===== src/rtl/fma_pkg.sv =====
// Shared types and width helpers for the FMA add/normalise datapath.
package fma_pkg;

  typedef enum logic [1:0] {
    RZ  = 2'b00,
    RNE = 2'b01,
    RDN = 2'b10,
    RUP = 2'b11
  } rm_t;

  function automatic int aw(input int nf);
    return 3*nf + 6;
  endfunction

  function automatic int pw(input int nf);
    return 2*nf + 2;
  endfunction

  function automatic int xw(input int ne);
    return ne + 2;
  endfunction

endpackage


===== src/rtl/fma_sum_core.sv =====
// Combinational adder core: forms both the direct sum and the negated-result sum
// so the stage after it only has to select the positive magnitude.
module fma_sum_core
  import fma_pkg::*;
#(
  parameter int NF = 10,
  localparam int AW = aw(NF),
  localparam int PW = pw(NF)
) (
  input  logic [AW-1:0] Am,
  input  logic [PW-1:0] Pm,
  input  logic          KillProd,
  input  logic          ASticky,
  input  logic          InvA,
  output logic [AW-1:0] PreSum,
  output logic [AW-1:0] NegPreSum,
  output logic          NegSum
);

  logic [AW-1:0] am_inv;
  logic [PW-1:0] pm_k;
  logic          cin;
  logic          neg_inc;
  logic [AW:0]   sum_full;

  assign am_inv  = InvA ? ~Am : Am;
  assign pm_k    = KillProd ? '0 : Pm;
  // The +1 completing the two's complement is withheld when sticky bits were lost.
  assign cin     = (~ASticky | KillProd) & InvA;
  assign neg_inc = ~ASticky | ~KillProd;

  assign sum_full  = {{(AW-PW-1){1'b0}}, pm_k, 2'b00}
                   + {InvA, am_inv}
                   + {{AW{1'b0}}, cin};
  assign NegPreSum = Am
                   + {{(AW-PW-2){1'b1}}, ~pm_k, 2'b00}
                   + {{(AW-3){1'b0}}, neg_inc, 2'b00};

  assign NegSum = sum_full[AW];
  assign PreSum = sum_full[AW-1:0];

endmodule


===== src/rtl/fmaadd_pipe.sv =====
// Two-stage FMA add: S1 computes both candidate sums, S2 selects magnitude,
// sign, exponent and zero flag. Valid/ready elastic, 2-deep, synchronous flush.
module fmaadd_pipe
  import fma_pkg::*;
#(
  parameter int NF = 10,
  parameter int NE = 5,
  localparam int AW = aw(NF),
  localparam int PW = pw(NF),
  localparam int XW = xw(NE)
) (
  input  logic          clk,
  input  logic          reset,
  input  logic          flush,
  input  logic          in_valid,
  output logic          in_ready,
  input  logic [AW-1:0] Am,
  input  logic [PW-1:0] Pm,
  input  logic [NE-1:0] Ze,
  input  logic [XW-1:0] Pe,
  input  logic          Ps,
  input  logic          KillProd,
  input  logic          ASticky,
  input  logic          InvA,
  input  logic [1:0]    Rm,
  output logic          out_valid,
  input  logic          out_ready,
  output logic [AW-1:0] Sm,
  output logic [XW-1:0] Se,
  output logic          Ss,
  output logic          SumZero
);

  logic [AW-1:0] pre_sum;
  logic [AW-1:0] neg_pre_sum;
  logic          neg_sum;

  logic          s1_valid;
  logic [AW-1:0] s1_pre_sum;
  logic [AW-1:0] s1_neg_pre_sum;
  logic          s1_neg_sum;
  logic [NE-1:0] s1_ze;
  logic [XW-1:0] s1_pe;
  logic          s1_ps;
  logic          s1_kill;
  logic          s1_inva;
  rm_t           s1_rm;

  logic          adv1;
  logic          take_in;
  logic [AW-1:0] sm_sel;
  logic          zero_sel;
  logic          sign_sel;

  fma_sum_core #(.NF(NF)) u_sum_core (
    .Am        (Am),
    .Pm        (Pm),
    .KillProd  (KillProd),
    .ASticky   (ASticky),
    .InvA      (InvA),
    .PreSum    (pre_sum),
    .NegPreSum (neg_pre_sum),
    .NegSum    (neg_sum)
  );

  assign adv1     = ~out_valid | out_ready;
  assign in_ready = ~s1_valid | adv1;
  assign take_in  = in_valid & in_ready & ~flush;

  always_ff @(posedge clk or posedge reset) begin
    if (reset) begin
      s1_valid       <= 1'b0;
      s1_pre_sum     <= '0;
      s1_neg_pre_sum <= '0;
      s1_neg_sum     <= 1'b0;
      s1_ze          <= '0;
      s1_pe          <= '0;
      s1_ps          <= 1'b0;
      s1_kill        <= 1'b0;
      s1_inva        <= 1'b0;
      s1_rm          <= RZ;
    end else begin
      if (flush) begin
        s1_valid <= 1'b0;
      end else if (in_ready) begin
        s1_valid <= in_valid;
      end
      if (take_in) begin
        s1_pre_sum     <= pre_sum;
        s1_neg_pre_sum <= neg_pre_sum;
        s1_neg_sum     <= neg_sum;
        s1_ze          <= Ze;
        s1_pe          <= Pe;
        s1_ps          <= Ps;
        s1_kill        <= KillProd;
        s1_inva        <= InvA;
        s1_rm          <= rm_t'(Rm);
      end
    end
  end

  assign sm_sel   = s1_neg_sum ? s1_neg_pre_sum : s1_pre_sum;
  assign zero_sel = (sm_sel == '0);
  // An exact cancellation has no natural sign; it follows the rounding direction.
  assign sign_sel = (zero_sel & s1_inva & ~s1_kill) ? (s1_rm == RDN) : (s1_ps ^ s1_neg_sum);

  always_ff @(posedge clk or posedge reset) begin
    if (reset) begin
      out_valid <= 1'b0;
      Sm        <= '0;
      Se        <= '0;
      Ss        <= 1'b0;
      SumZero   <= 1'b0;
    end else begin
      if (flush) begin
        out_valid <= 1'b0;
      end else if (adv1) begin
        out_valid <= s1_valid;
      end
      if (adv1 && s1_valid && !flush) begin
        Sm      <= sm_sel;
        Se      <= s1_kill ? {2'b00, s1_ze} : s1_pe;
        Ss      <= sign_sel;
        SumZero <= zero_sel;
      end
    end
  end

endmodule


===== config.mk =====
export PLATFORM = sky130hd
export DESIGN_NAME = fmaadd_pipe
export DESIGN_NICKNAME = d
export VERILOG_FILES = /design/src/rtl/fma_pkg.sv /design/src/rtl/fma_sum_core.sv /design/src/rtl/fmaadd_pipe.sv
export SDC_FILE = /design/constraint.sdc
export NUM_CORES = 1
export LEC_CHECK = 0
export ABC_AREA = 1
export BUFFER_PORTS_ARGS = -buffer_cell sky130_fd_sc_hd__buf_4
export CAP_MARGIN = 20
export CORE_MARGIN = 4
export CORE_UTILIZATION = 45
export DETAILED_ROUTE_END_ITERATION = 10
export PLACE_DENSITY = 0.7
export SYNTH_ARGS = -nofsm -noshare
export SYNTH_HDL_FRONTEND = slang
export SYNTH_SLANG_ARGS = --single-unit

===== constraint.sdc =====
create_clock -name clk -period 3.8 [get_ports clk]
set_clock_uncertainty 0.05 [all_clocks]
set_input_delay 0.19 -clock clk [delete_from_list [all_inputs] [get_ports clk]]
set_output_delay 0.19 -clock clk [all_outputs]
set_load 0.05 [all_outputs]

==> run summary, run 1 <==
In this design, the critical path's most frequently occurring cell is sky130_fd_sc_hd__nand2_1. For this run, the top clock speed supported by timing is 360.8 MHz. For the total congestion overflow, the log shows 0. The post-route clock period utilization was 72.94%; the placer's final routability congestion estimate was 0.9570.

The flow ran to the end, and the final reports show no timing, DRC or antenna violations. The clock tree buffer depth is 2. The synthesized netlist occupies a cell area of 10620 sq um.

The maximum vdd ir drop is 0.0002152 V, and the detail-routed net length per standard cell is 15.27 um. Adding up every negative setup slack in the final design gives 0 ns. The cell area power density is 475.9 nW/um^2. The H-tree was split into 4 levels. For the insertion delay of the later-clocked pin in the worst-skew pair, the log shows 0.43 ns.

The top fanout value on the critical path is 19. In the global route stage, overall resource usage came out at 24.66%. The final number of setup-violating endpoints is 0. In the final layout, the share of cells above drive strength 1 is 10.17%. Along the worst hold path, the cell count comes to 5.

The proportion of synthesized flip-flops having asynchronous set or reset is 100.0%, and the total wire length after detailed routing is 32110 um. The area of the core is 22920 sq um, and the sink count of the clock tree is 137. For the instance count of the mapped netlist, the log shows 1644. Across the run, the number of max-cap violations was 0. 128 I/O pins were placed.

The logs give 0 for the number of warnings issued by yosys and 0 for the number of failing hold endpoints at the final stage. The relative area change from synthesis to final layout works out to 19.48%. The worst setup path category is in2reg. On the worst path, the slowest cell contributes a delay of 0.44 ns. The run gives 1804 as the net count after synthesis. Measured along the x axis, the die boundary spans 161.6 um. The die covers 26120 sq um. The depth of the worst register-to-register path is 10. In the post-synthesis netlist, the cell with the most instances is sky130_fd_sc_hd__nand2_1. The sequential fraction of the synthesis area was 32.29%; the total count of max-transition violations in the final report was 0.

The dominant delay contributor by cell family on the critical path was simple AND/OR/NAND/NOR gates. For this configuration, the core starts out at a cell density of 46.33%. The critical-path cell with the highest stage delay is sky130_fd_sc_hd__inv_1. The number of post-CTS setup repair buffers is 0, and the clock input transition at the sequential cells of the worst setup and hold paths is 0.06 ns. The worst setup path is launched from an input pin.

The clock period could shrink to 2.772 ns. For flop-to-flop paths, the worst setup slack is 1.32 ns. The number of search-and-repair iterations in the first detailed-routing pass came out at 5. The tools report the number of distinct library cells after synthesis as 31. The number of vias per cell was 5.049.

The number of antenna cells inserted is 0, and the largest net degree at the start of global routing is 105. The first global-routing pass estimated 51730 um of wire. The total via count after detailed routing is 10.62k.

Endpoint of the most critical register-to-register path: Ss$_DFFE_PP0P_. For the pin with the worst max-slew slack, the measured transition is 0.8374 ns. The cell taking the most area after synthesis was sky130_fd_sc_hd__dfrtp_1. The tree is rooted in a sky130_fd_sc_hd__clkbuf_16.

Buffers inserted during clock tree synthesis total 17. The leading register cell type out of synthesis is sky130_fd_sc_hd__dfrtp_1. The number of nets in the final layout came out at 1937. The run gives 0.1611 ns as the smallest hold slack.

The tools report the startpoint of the worst setup timing path as KillProd. The tools report the via count of the first global-routing pass as 10.20k. Headroom to the max-slew limit came out at 44.06%.

The count of filler cells inserted in the layout is 2299, and the required time at the worst-slack endpoint is 4.06 ns. The initial antenna violation count came out at 0. The startpoint identified for the worst register-to-register timing path is s1_neg_sum$_DFFE_PP0P_. Measured along the y axis, the die boundary spans 161.6 um. The tools report the remaining routing DRC violations as 0. The post-synthesis average cell area came out at 6.458 sq um. Setup repair after global routing left no endpoint under its margin.

The synthesized design contains 137 register bits. In this run the tool buffered the top-level ports with 127 buffer cells. The worst setup path is captured at a flip-flop. Data arrives at the worst endpoint at 3.03 ns. The termination of the worst setup path was s1_neg_pre_sum[25]$_DFFE_PP0P_. The number of buffer and inverter instances along the worst setup path was 2. In this run, the number of DRC markers left after iteration 0 of detailed routing was 965. Once detail routing completed, the nets flagged for antenna violations numbered 0. The number of hold buffers added after CTS was 21.

The leakage dissipation was 6.968 nW. Class of the most critical hold timing path: in2reg. Traced cell by cell, the critical path runs through buf_4 > inv_1 > nand2_1 > fa_1 > ha_1 > fa_1 > nand2_1 > o21ai_0 > nand2_1 > nand2_1 > nand2_1 > nand2_1 > nand2_1 > nand3b_1 > nand3_1 > nand2_1. Number of rows in the core area: 55.

After synthesis, the cell types taking the most area are sky130_fd_sc_hd__dfrtp_1, sky130_fd_sc_hd__nand2_1, sky130_fd_sc_hd__ha_1. In this run, post-CTS repair resized a total of 0 instances. Counting flops with a built-in enable in the synthesized netlist gives 0. The HPWL after detailed placement is 25570 um. Sorting the synthesized cells by how often they occur yields sky130_fd_sc_hd__nand2_1, sky130_fd_sc_hd__inv_1, sky130_fd_sc_hd__o21ai_0, sky130_fd_sc_hd__dfrtp_1, sky130_fd_sc_hd__nor2_1. The synthesized design devotes to its leading area cell type 32.29% of total area.

The cell count along the critical path works out to 16. TritonCTS built the clock tree.
==> kinds of logic after synthesis <==
kind of cell | Yosys count | synth area share [%]
simple gates | 869 | 32.42
buf+inv | 275 | 9.969
compound gates | 221 | 10.61
flops | 137 | 32.29
fa+ha+maj | 79 | 9.451
xor+xnor | 63 | 5.268
==> metal layers <==
layer,global-route usage [%],vias to the layer above,share of wire (%)
li1,-,5407,-
met1,34.94,4799,48
met2,39.47,366,44
met3,3.317,47,6.4
met4,7.290,0,2.0
met5,0,-,0
==> flip-flops by register name, indices dropped and copies added (netlist names), 2 cells and up <==
signal	count
Sm	36
s1_rm	2
s1_pre_sum	36
s1_neg_pre_sum	36
Se	7
s1_ze	5
s1_pe	7
==> per-stage QoR <==
stage	cell area [sq um]	setup WS (ns)	util, %	power [mW]	cells
finish	12690	1.028	55.36	6.038	2103
global route	12690	0.7406	55.36	6.414	2103
CTS	12690	1.046	55.36	6.043	2103
detailed placement	11870	0.6036	51.81	4.323	2050
global placement	11870	0.6780	51.81	4.288	2050
floorplan	10620	1.407	-	3.562	1644
==> area by class of cell <==
type | count | area, sq um | area share, %
Sequential cell | 137 | 3430 | 27.03
Inverter | 232 | 874.6 | 6.894
Multi-Input combinational cell | 1232 | 6143 | 48.43
Tap cell | 313 | 391.6 | 3.087
Clock inverter | 14 | 163.9 | 1.292
Clock buffer | 18 | 439.2 | 3.462
Timing Repair Buffer | 157 | 1244 | 9.804
==> where the power goes <==
part / internal, mW / switching [mW] / leakage, nW
registers: 1.78 / 0.214 / 1.70
logic: 0.764 / 1.58 / 4.98
clock network: 1.00 / 0.692 / 0.291
==> how the worst min path moves through the flow <==
stage | startpoint | end | slack [ns]
2_1_floorplan | flush | s1_valid$_DFFE_PP0P_ | 0.20
3_3_place_gp | flush | s1_valid$_DFFE_PP0P_ | 0.32
3_5_place_dp | flush | s1_valid$_DFFE_PP0P_ | 0.32
4_1_cts | Am[27] | s1_pre_sum[27]$_DFFE_PP0P_ | 0.15
5_1_grt | Am[35] | s1_pre_sum[35]$_DFFE_PP0P_ | 0.20
6_report | Am[27] | s1_pre_sum[27]$_DFFE_PP0P_ | 0.16
==> worst register-to-register path, delay by kind of cell (launching register included) <==
kind / cells / cell delay [ns]
AND/OR/NAND/NOR: 8 / 0.87
buffers and inverters: 1 / 0.40
flip-flops: 1 / 0.86
AO/OA/AOI/OAI: 1 / 0.17
==> cell usage in the layout, fill, tap and decap left out, drive strengths merged, types with 3 or more instances in the layout <==
| master | instances |
|---|---|
| nand2 | 629 |
| inv | 234 |
| o21ai | 146 |
| dfrtp | 137 |
| buf | 136 |
| nor2 | 134 |
| nand3 | 84 |
| ha | 77 |
| a21oi | 63 |
| xnor2 | 33 |
| xor2 | 30 |
| dlygate4sd3 | 21 |
| clkbuf | 18 |
| a31oi | 7 |
| clkinv | 7 |
| nand3b | 6 |
| nand4 | 6 |
| and2 | 5 |
| o21bai | 3 |
| clkinvlp | 3 |
(Power assumes the default switching activity.)
==> inputs of run 2 (changes only) <==
--- a/config.mk
+++ b/config.mk
@@ -5,7 +5,7 @@
 export SDC_FILE = /design/constraint.sdc
 export NUM_CORES = 1
 export LEC_CHECK = 0
-export ABC_AREA = 1
+export ABC_AREA = 0
 export BUFFER_PORTS_ARGS = -buffer_cell sky130_fd_sc_hd__buf_4
 export CAP_MARGIN = 20
 export CORE_MARGIN = 4
==> constraint.sdc (replaced) <==
create_clock -name clk -period 2.4 [get_ports clk]
set_clock_uncertainty 0.05 [all_clocks]
set_input_delay 0.12 -clock clk [delete_from_list [all_inputs] [get_ports clk]]
set_output_delay 0.12 -clock clk [all_outputs]
set_load 0.05 [all_outputs]
==> run summary, run 2 <==
The depth of the worst register-to-register path came out at 7. The analysis attributes to cell leakage a power of 6.487 nW. The clock input transition at the sequential cells of the worst setup and hold paths works out to 0.06 ns.

In the synthesized netlist the dominant register cell turns out to be sky130_fd_sc_hd__dfrtp_1. For this run, design rule violations remaining after detail routing come to 0. STA classifies the critical path endpoint as a flip-flop. Yosys printed 0 warnings. The total count of max-transition violations in the final report is 0. Leaving out fill and tap cells, the most frequent cell in the layout is sky130_fd_sc_hd__buf_4. The boundary pin count was 128.

For this run, the register share of the synthesized area comes to 35.91%. Largest net degree at the start of global routing: 94. Measured along the y axis, the die boundary spans 153.7 um. The clock tree synthesis step divided the H-tree into 4 levels.

The summed instance area of the synthesized netlist was 9547 sq um. The tools report the type of element launching the critical path as an input pin. The remaining antenna violation count is 0. The initial antenna violation count was 0; the total via count after detailed routing was 9490.

Counting flops and latches in the post-synthesis netlist gives 137. Setup violations remaining at the end of the flow were counted as 24. The net count after synthesis was 1286. The arrival time at the worst endpoint was 2.83 ns. The startpoint of the worst setup timing path is KillProd. The number of nets in the final layout is 1578.

Placer's final routability congestion estimate: 0.9252. The area growth from synthesis to layout is 48.47%. The final reports fail on setup timing. After synthesis, the mean cell area works out to 8.478 sq um. At the pin with the least slew margin, the transition time is 0.6071 ns. For this block, the routed nets add up to 30680 um of wire. The worst register-to-register path ends at Ss$_DFFE_PP0P_. The share of total power in combinational logic is 42.6%, and the total design power is 10.57 mW. The maximum vdd ir drop is 0.0005157 V.

Dividing total power by cell area gives a power density of 745.6 nW/um^2. The total negative setup slack was -1.821 ns; the total routing resource utilization after global routing was 25.52%. Of the total power, the clock network draws 26.3%. The total congestion overflow came out at 0. Cell taking the most area after synthesis: sky130_fd_sc_hd__dfrtp_1. The top fanout value on the critical path works out to 8.

The floorplan has 53 rows. The die covers 23610 sq um. The wire length of the first global-routing pass is 48910 um, and the worst slack at placement is -0.7250 ns.

The analysis attributes to net switching a power of 4.027 mW. The sink count of the clock tree was 137; the number of vias per cell was 5.563. In the synthesized netlist, the cells that appear most often are sky130_fd_sc_hd__nand2_1, sky130_fd_sc_hd__dfrtp_1, sky130_fd_sc_hd__a21oi_1, sky130_fd_sc_hd__nor2_1, sky130_fd_sc_hd__o21ai_0. The minimum setup slack in the final design was -0.1806 ns. In the final layout, the share of cells above drive strength 1 is 34.73%. The synthesized netlist contains 72 unique library cells.

In the layout the commonest cells are sky130_fd_sc_hd__buf_4, sky130_fd_sc_hd__nand2_1, sky130_fd_sc_hd__dfrtp_1. Count of buffers inserted at the top-level ports: 127. The proportion of synthesized flip-flops having asynchronous set or reset is 100.0%, and the number of antenna cells inserted is 0.

Counting flops with a built-in enable in the synthesized netlist gives 0. The worst setup path category was in2reg. After synthesis, the largest area contributor takes up 35.91% of total cell area.

For the number of buffers created by CTS, the log shows 17. Static timing analysis puts the maximum clock frequency at 387.5 MHz. TritonCTS built the clock tree. After detailed routing, the average wire length per cell comes to 17.98 um. The core region is 20960 sq um. The largest registers in the layout are Sm: 36 flops, s1_neg_pre_sum: 36 flops, s1_pre_sum: 36 flops. For the worst setup path, the data required time is 2.65 ns. In the finished design, the share of the clock period the worst path needs comes to 107.5%. The flow ran to the end, but the final reports show violations.

The via count of the first global-routing pass was 9313; the net switching fraction of the power was 38.11%. After technology mapping, the gate count stands at 1126. The logs give 5 for the number of search-and-repair iterations in the first detailed-routing pass and 21920 um for the HPWL after detailed placement. The insertion delay of the later-clocked pin in the worst-skew pair is 0.43 ns, and the share of power burned in registers is 31.0%. The filler cells instantiated in the layout total 1641.

Setup repair after global routing could not meet its margin everywhere. Max-cap violations in this run came to 0. The min-delay analysis places its worst path in the category in2reg. The internal power component is 6.540 mW, and the worst-case register-to-register setup slack is 0.11 ns. Measured against its own limit, the worst slew margin works out to 59.44%.

The detailed router finished its first iteration with 675 violations. Termination of the worst setup path: s1_neg_pre_sum[32]$_DFFE_PP0P_. For the finished layout, the period the worst path requires is 2.581 ns.

By area the synthesized netlist is led by sky130_fd_sc_hd__dfrtp_1, sky130_fd_sc_hd__ha_1, sky130_fd_sc_hd__nand2_1. Die span in x: 153.7 um. The tree is rooted in a sky130_fd_sc_hd__clkbuf_16.

The initial utilization of the core area, before any placement, comes to 45.56%. Number of failing hold endpoints at the final stage: 0. sky130_fd_sc_hd__nand2_1 is the most common cell in the netlist. The clock tree buffer depth is 2. The tools report the startpoint of the worst-slack reg-to-reg timing path as s1_pre_sum[28]$_DFFE_PP0P_.
## run 2: cell count changes after synthesis, moves of 27 or more
cell,change
sky130_fd_sc_hd__a21oi_1,+27
sky130_fd_sc_hd__inv_1,-173
sky130_fd_sc_hd__mux2i_1,+43
sky130_fd_sc_hd__nand2_1,-435
sky130_fd_sc_hd__nand3_1,-64
sky130_fd_sc_hd__nor2_1,-45
sky130_fd_sc_hd__o21ai_0,-64
## run 2: what timing repair did
| action | CTS | global route |
|---|---|---|
| buffers inserted | 14 | 23 |
| gates resized for setup | 66 | 48 |
| endpoints found under the setup margin | 34 | 38 |
| pin swaps | 41 | 40 |
| hold buffers | 23 | 0 |
| cloned | 1 | 0 |
| hold endpoints to repair | 43 | 0 |
## run 2: critical path, stage by stage
cell,delay [ns]
sky130_fd_sc_hd__buf_8,0.10
sky130_fd_sc_hd__clkinvlp_4,0.07
sky130_fd_sc_hd__buf_12,0.14
sky130_fd_sc_hd__buf_8,0.15
sky130_fd_sc_hd__nand2_1,0.08
sky130_fd_sc_hd__ha_1,0.28
sky130_fd_sc_hd__ha_1,0.30
sky130_fd_sc_hd__nand4_1,0.13
sky130_fd_sc_hd__buf_4,0.17
sky130_fd_sc_hd__nor4_2,0.26
sky130_fd_sc_hd__o2111ai_2,0.15
sky130_fd_sc_hd__nand3_2,0.14
sky130_fd_sc_hd__nor3_4,0.07
sky130_fd_sc_hd__o31ai_4,0.26
sky130_fd_sc_hd__a31oi_1,0.15
sky130_fd_sc_hd__xnor2_1,0.17
sky130_fd_sc_hd__o21ai_1,0.08
## run 2: layer usage
| layer | global-route usage (%) | vias to the layer above | share of wire [%] |
|---|---|---|---|
| met3 | 5.291 | 48 | 7.2 |
| li1 | - | 4529 | - |
| met1 | 35.30 | 4550 | 44 |
| met4 | 6.812 | 0 | 2.1 |
| met5 | 0 | - | 0 |
| met2 | 41.01 | 363 | 47 |
## run 2: worst min-delay path by stage
stage,from,end,slack [ns],depth (start not counted)
global route,Am[29],s1_pre_sum[29]$_DFFE_PP0P_,0.03,3
CTS,Am[29],s1_pre_sum[29]$_DFFE_PP0P_,0.009,3
finish,Am[29],s1_pre_sum[29]$_DFFE_PP0P_,0.03,3
detailed placement,reset,Sm[6]$_DFFE_PP0P_,0.17,2
floorplan,flush,out_valid$_DFFE_PP0P_,0.13,1
global placement,reset,Sm[6]$_DFFE_PP0P_,0.17,2
## run 2: logic make-up (layout without fill, tap and decap cells)
group / after synthesis / after routing / share of synthesized area, %
fa+ha+maj: 79 / 79 / 10.51
xor+xnor: 83 / 83 / 7.693
mux: 44 / 44 / 4.626
flops: 137 / 137 / 35.91
compound gates: 287 / 287 / 18.73
buf+inv: 109 / 414 / 4.377
simple gates: 387 / 387 / 18.15
## run 2: metrics by stage
stage               std cells  hold WS (ns)  utilization (%)  area (sq um)
floorplan                1126        0.1327                -         10290
global placement         1613        0.1679            59.42         12450
detailed placement       1613        0.1747            59.42         12450
CTS                      1683      0.008716            65.55         13740
global route             1706       0.03098            67.64         14170
finish                   1706       0.02620            67.64         14170
## run 2: layout make-up
type                            count  area, sq um  area share [%]
Clock inverter                     11        172.7           1.218
Timing Repair Buffer              327         2703           19.07
Tap cell                          275        344.1           2.428
Sequential cell                   137         3431           24.21
Multi-Input combinational cell    880         6859           48.39
Inverter                           55        214.0           1.510
Clock buffer                       21        450.4           3.178
## run 2: power by group through the flow
stage          sequential, mW  combinational [mW]  clock, mW
2_1_floorplan            3.89                1.92          0
4_1_cts                  3.26                4.28       2.80
5_1_grt                  3.33                4.85       2.92
6_report                 3.28                4.51       2.78
3_3_place_gp             3.28                3.98          0
3_5_place_dp             3.30                4.04          0
==> inputs of run 3 (changes only) <==
--- a/config.mk
+++ b/config.mk
@@ -11,7 +11,7 @@
 export CORE_MARGIN = 4
 export CORE_UTILIZATION = 45
 export DETAILED_ROUTE_END_ITERATION = 10
-export PLACE_DENSITY = 0.7
+export PLACE_DENSITY = 0.68
 export SYNTH_ARGS = -nofsm -noshare
 export SYNTH_HDL_FRONTEND = slang
 export SYNTH_SLANG_ARGS = --single-unit
==> constraint.sdc (replaced) <==
create_clock -name clk -period 2.5 [get_ports clk]
set_clock_uncertainty 0.05 [all_clocks]
set_input_delay 0.125 -clock clk [delete_from_list [all_inputs] [get_ports clk]]
set_output_delay 0.125 -clock clk [all_outputs]
set_load 0.05 [all_outputs]
==> run summary, run 3 (synthesized netlist as in run 2, its figures left out) <==
The H-tree was split into 4 levels. The floorplan step defined a die boundary enclosing 23610 sq um. Setup violations remaining at the end of the flow were counted as 27. The number of cells in the finished layout apart from fillers was 1720. The first global-routing pass estimated 47760 um of wire.

The post-detailed-placement cell area is 12490 sq um, and the final core area utilization is 68.35%. Initial detailed-routing violation count: 682. The tools report the relative contribution of the clock network to total power as 26.1%. Along the worst path, the maximum fanout reaches 6. For the worst-skew pair, the clock arrives at the later sink with an insertion delay of 0.42 ns.

The library cell used most frequently in the layout, excluding fill and tap cells, is sky130_fd_sc_hd__buf_4. Cells with a size suffix above 1 make up 35.57% of the layout. The net switching fraction of the power was 38.25%; the maximum vdd ir drop was 0.0005604 V.

After detailed routing, the number of vias per cell comes to 5.491. The worst hold path belongs to the class in2reg. For the pin with the worst max-slew slack, the measured transition is 0.6815 ns. The internal power of the cells totals 6.192 mW. The run finished, with violations left. The design draws 10.03 mW. The logs give -0.1811 ns for the minimum setup slack in the final design and 128 for the boundary pin count.

Leaving out fill and tap cells, the most frequent cells in the layout are sky130_fd_sc_hd__buf_4, sky130_fd_sc_hd__nand2_1, sky130_fd_sc_hd__dfrtp_1. The initial antenna violation count is 0. The share of total power in combinational logic was 42.6%. The via count of the first global-routing pass was 9287.

Summing over every cut layer, the via total after detailed routing is 9444. In this run the core area contains 53 standard-cell rows. At the end of the flow, the number of nets in the layout was 1592.

The smallest hold slack is 0.03248 ns. The final reports fail on setup timing. The root buffer cell chosen for the clock tree is sky130_fd_sc_hd__clkbuf_16. The run gives 54.47% as the worst relative slew slack. Summed over all nets, the half-perimeter wirelength after detailed placement is 21750 um. For the remaining routing DRC violations, the log shows 0. The worst path uses 107.2% of the clock period.

STA classifies the critical path endpoint as a flip-flop. Dividing the detail-routed wire length by the instance count gives 17.44 um. The dominant delay contributor by cell family on the critical path was compound AO/OA/AOI/OAI gates. The floorplan step defined a core boundary enclosing 20960 sq um. The logs give 6.582 nW for the leakage dissipation and 0.9187 for the placer's final routability congestion estimate. STA classifies the critical path startpoint as an input pin. Max-cap violations in this run came to 0.

The die is 153.7 um wide. TritonCTS built the clock tree. The run gives 17 as the number of buffers created by CTS.

The count of nets left with antenna violations once routing finished came out at 0. Worst setup path category: in2reg. The number of buffer and inverter instances along the worst setup path works out to 6. Setup repair after global routing could not meet its margin everywhere. The clock passes through at most 2 buffers.

The total routing resource utilization after global routing was 24.90%; the final period demand of the worst path was 2.681 ns. The number of search-and-repair iterations in the first detailed-routing pass is 6, and the clock input transition at the sequential cells of the worst setup and hold paths is 0.06 ns. The maximum achievable frequency is 373.0 MHz, and the largest net degree at the start of global routing is 87.

The total overflow left after global routing is 0. The count of placed standard cells including taps came out at 1634. In this run the vertical extent of the chip is 153.7 um. Data arrives at the worst endpoint at 2.93 ns.

For the total count of max-transition violations in the final report, the log shows 0. For this configuration, the core starts out at a cell density of 45.56%. Summed over all failing endpoints, the final setup total negative slack is -2.441 ns.

The relative area change from synthesis to final layout works out to 50.03%. Traced cell by cell, the critical path runs through buf_8 > clkinvlp_4 > buf_12 > buf_16 > nand2_8 > ha_4 > ha_4 > a21o_1 > a21o_1 > a221oi_2 > nand3_2 > nor3_4 > buf_4 > buf_4 > o31ai_4 > a21oi_2 > xnor2_1 > o21ai_1. The tools report the cell area after layout as 14320 sq um. The logs give 0 for the number of failing hold endpoints at the final stage and 0 for the number of antenna cells inserted. The count of buffers inserted at the top-level ports is 127, and the reported net switching power is 3.836 mW. For this run, the slowest stage of the critical path takes 0.33 ns. Registers are responsible for 31.4% of the overall power. Dividing total power by cell area gives a power density of 700.2 nW/um^2. Prior to clock tree synthesis, the placed netlist has a worst setup slack of -0.6339 ns. The sink count of the clock tree is 137. In the final layout, the registers with the most flip-flops are Sm: 36 flops, s1_neg_pre_sum: 36 flops, s1_pre_sum: 36 flops. The slowest stage of the critical path is the sky130_fd_sc_hd__a221oi_2 cell. For this block, the routed nets add up to 30000 um of wire. The run gives 2.75 ns as the required time at the worst-slack endpoint.
-- run 3: final cells by class --
cell class | instances | area (sq um)
multi-input cells | 880 | 6887
clock inverters | 13 | 167.7
clock buffers | 19 | 452.9
repair buffers | 341 | 2828
flip-flops and latches | 137 | 3430
well taps | 275 | 344.1
inverters | 55 | 214.0
fillers | 1610 | 6633
-- run 3: routing by layer --
metal | part of all wire (%) | vias up | routed length [um] | GRT usage [%]
li1 | - | 4560 | - | -
met1 | 45 | 4486 | 13610 | 35.39
met2 | 46 | 347 | 13790 | 39.11
met3 | 6.1 | 51 | 1836 | 3.968
met4 | 2.5 | 0 | 753 | 8.074
met5 | 0 | - | 0 | 0
-- run 3: path summary, 6_finish.rpt --
check,startpoint,to,slack [ns],cells past startpoint
setup reg to reg,s1_neg_pre_sum[7]$_DFFE_PP0P_,Ss$_DFFE_PP0P_,0.17,7
min in group asynchronous,reset,Sm[1]$_DFFE_PP0P_,0.32,3
hold / removal,Am[27],s1_pre_sum[27]$_DFFE_PP0P_,0.03,4
setup / recovery,KillProd,s1_neg_pre_sum[28]$_DFFE_PP0P_,-0.18,18
max in group asynchronous,reset,s1_neg_sum$_DFFE_PP0P_,1.36,4
hold reg to reg,s1_pe[4]$_DFFE_PP0P_,s1_pe[4]$_DFFE_PP0P_,0.42,2
-- run 3: worst reg2reg max path, cell delays in order (launching register included) --
cell	delay, ns
sky130_fd_sc_hd__dfrtp_1	0.39
sky130_fd_sc_hd__nor4_1	0.57
sky130_fd_sc_hd__nand4_1	0.18
sky130_fd_sc_hd__o22ai_1	0.21
sky130_fd_sc_hd__nand3_1	0.14
sky130_fd_sc_hd__nor3b_1	0.29
sky130_fd_sc_hd__o21ai_0	0.13
sky130_fd_sc_hd__mux2_2	0.27
-- run 3: power by group through the flow --
stage | Combinational (mW) | Clock, mW | Sequential, mW
after detailed placement | 3.83 | 0 | 3.17
after global placement | 3.78 | 0 | 3.15
final | 4.27 | 2.62 | 3.14
after CTS | 4.05 | 2.64 | 3.14
after floorplan | 1.80 | 0 | 3.73
after global routing | 4.60 | 2.73 | 3.21
-- run 3: what timing repair did --
action	CTS	global route
cloned	2	0
hold buffers	23	0
hold endpoints to repair	47	0
pin swaps	51	50
resized for setup	55	75
buffers inserted	15	14
endpoints found under the setup margin	19	37
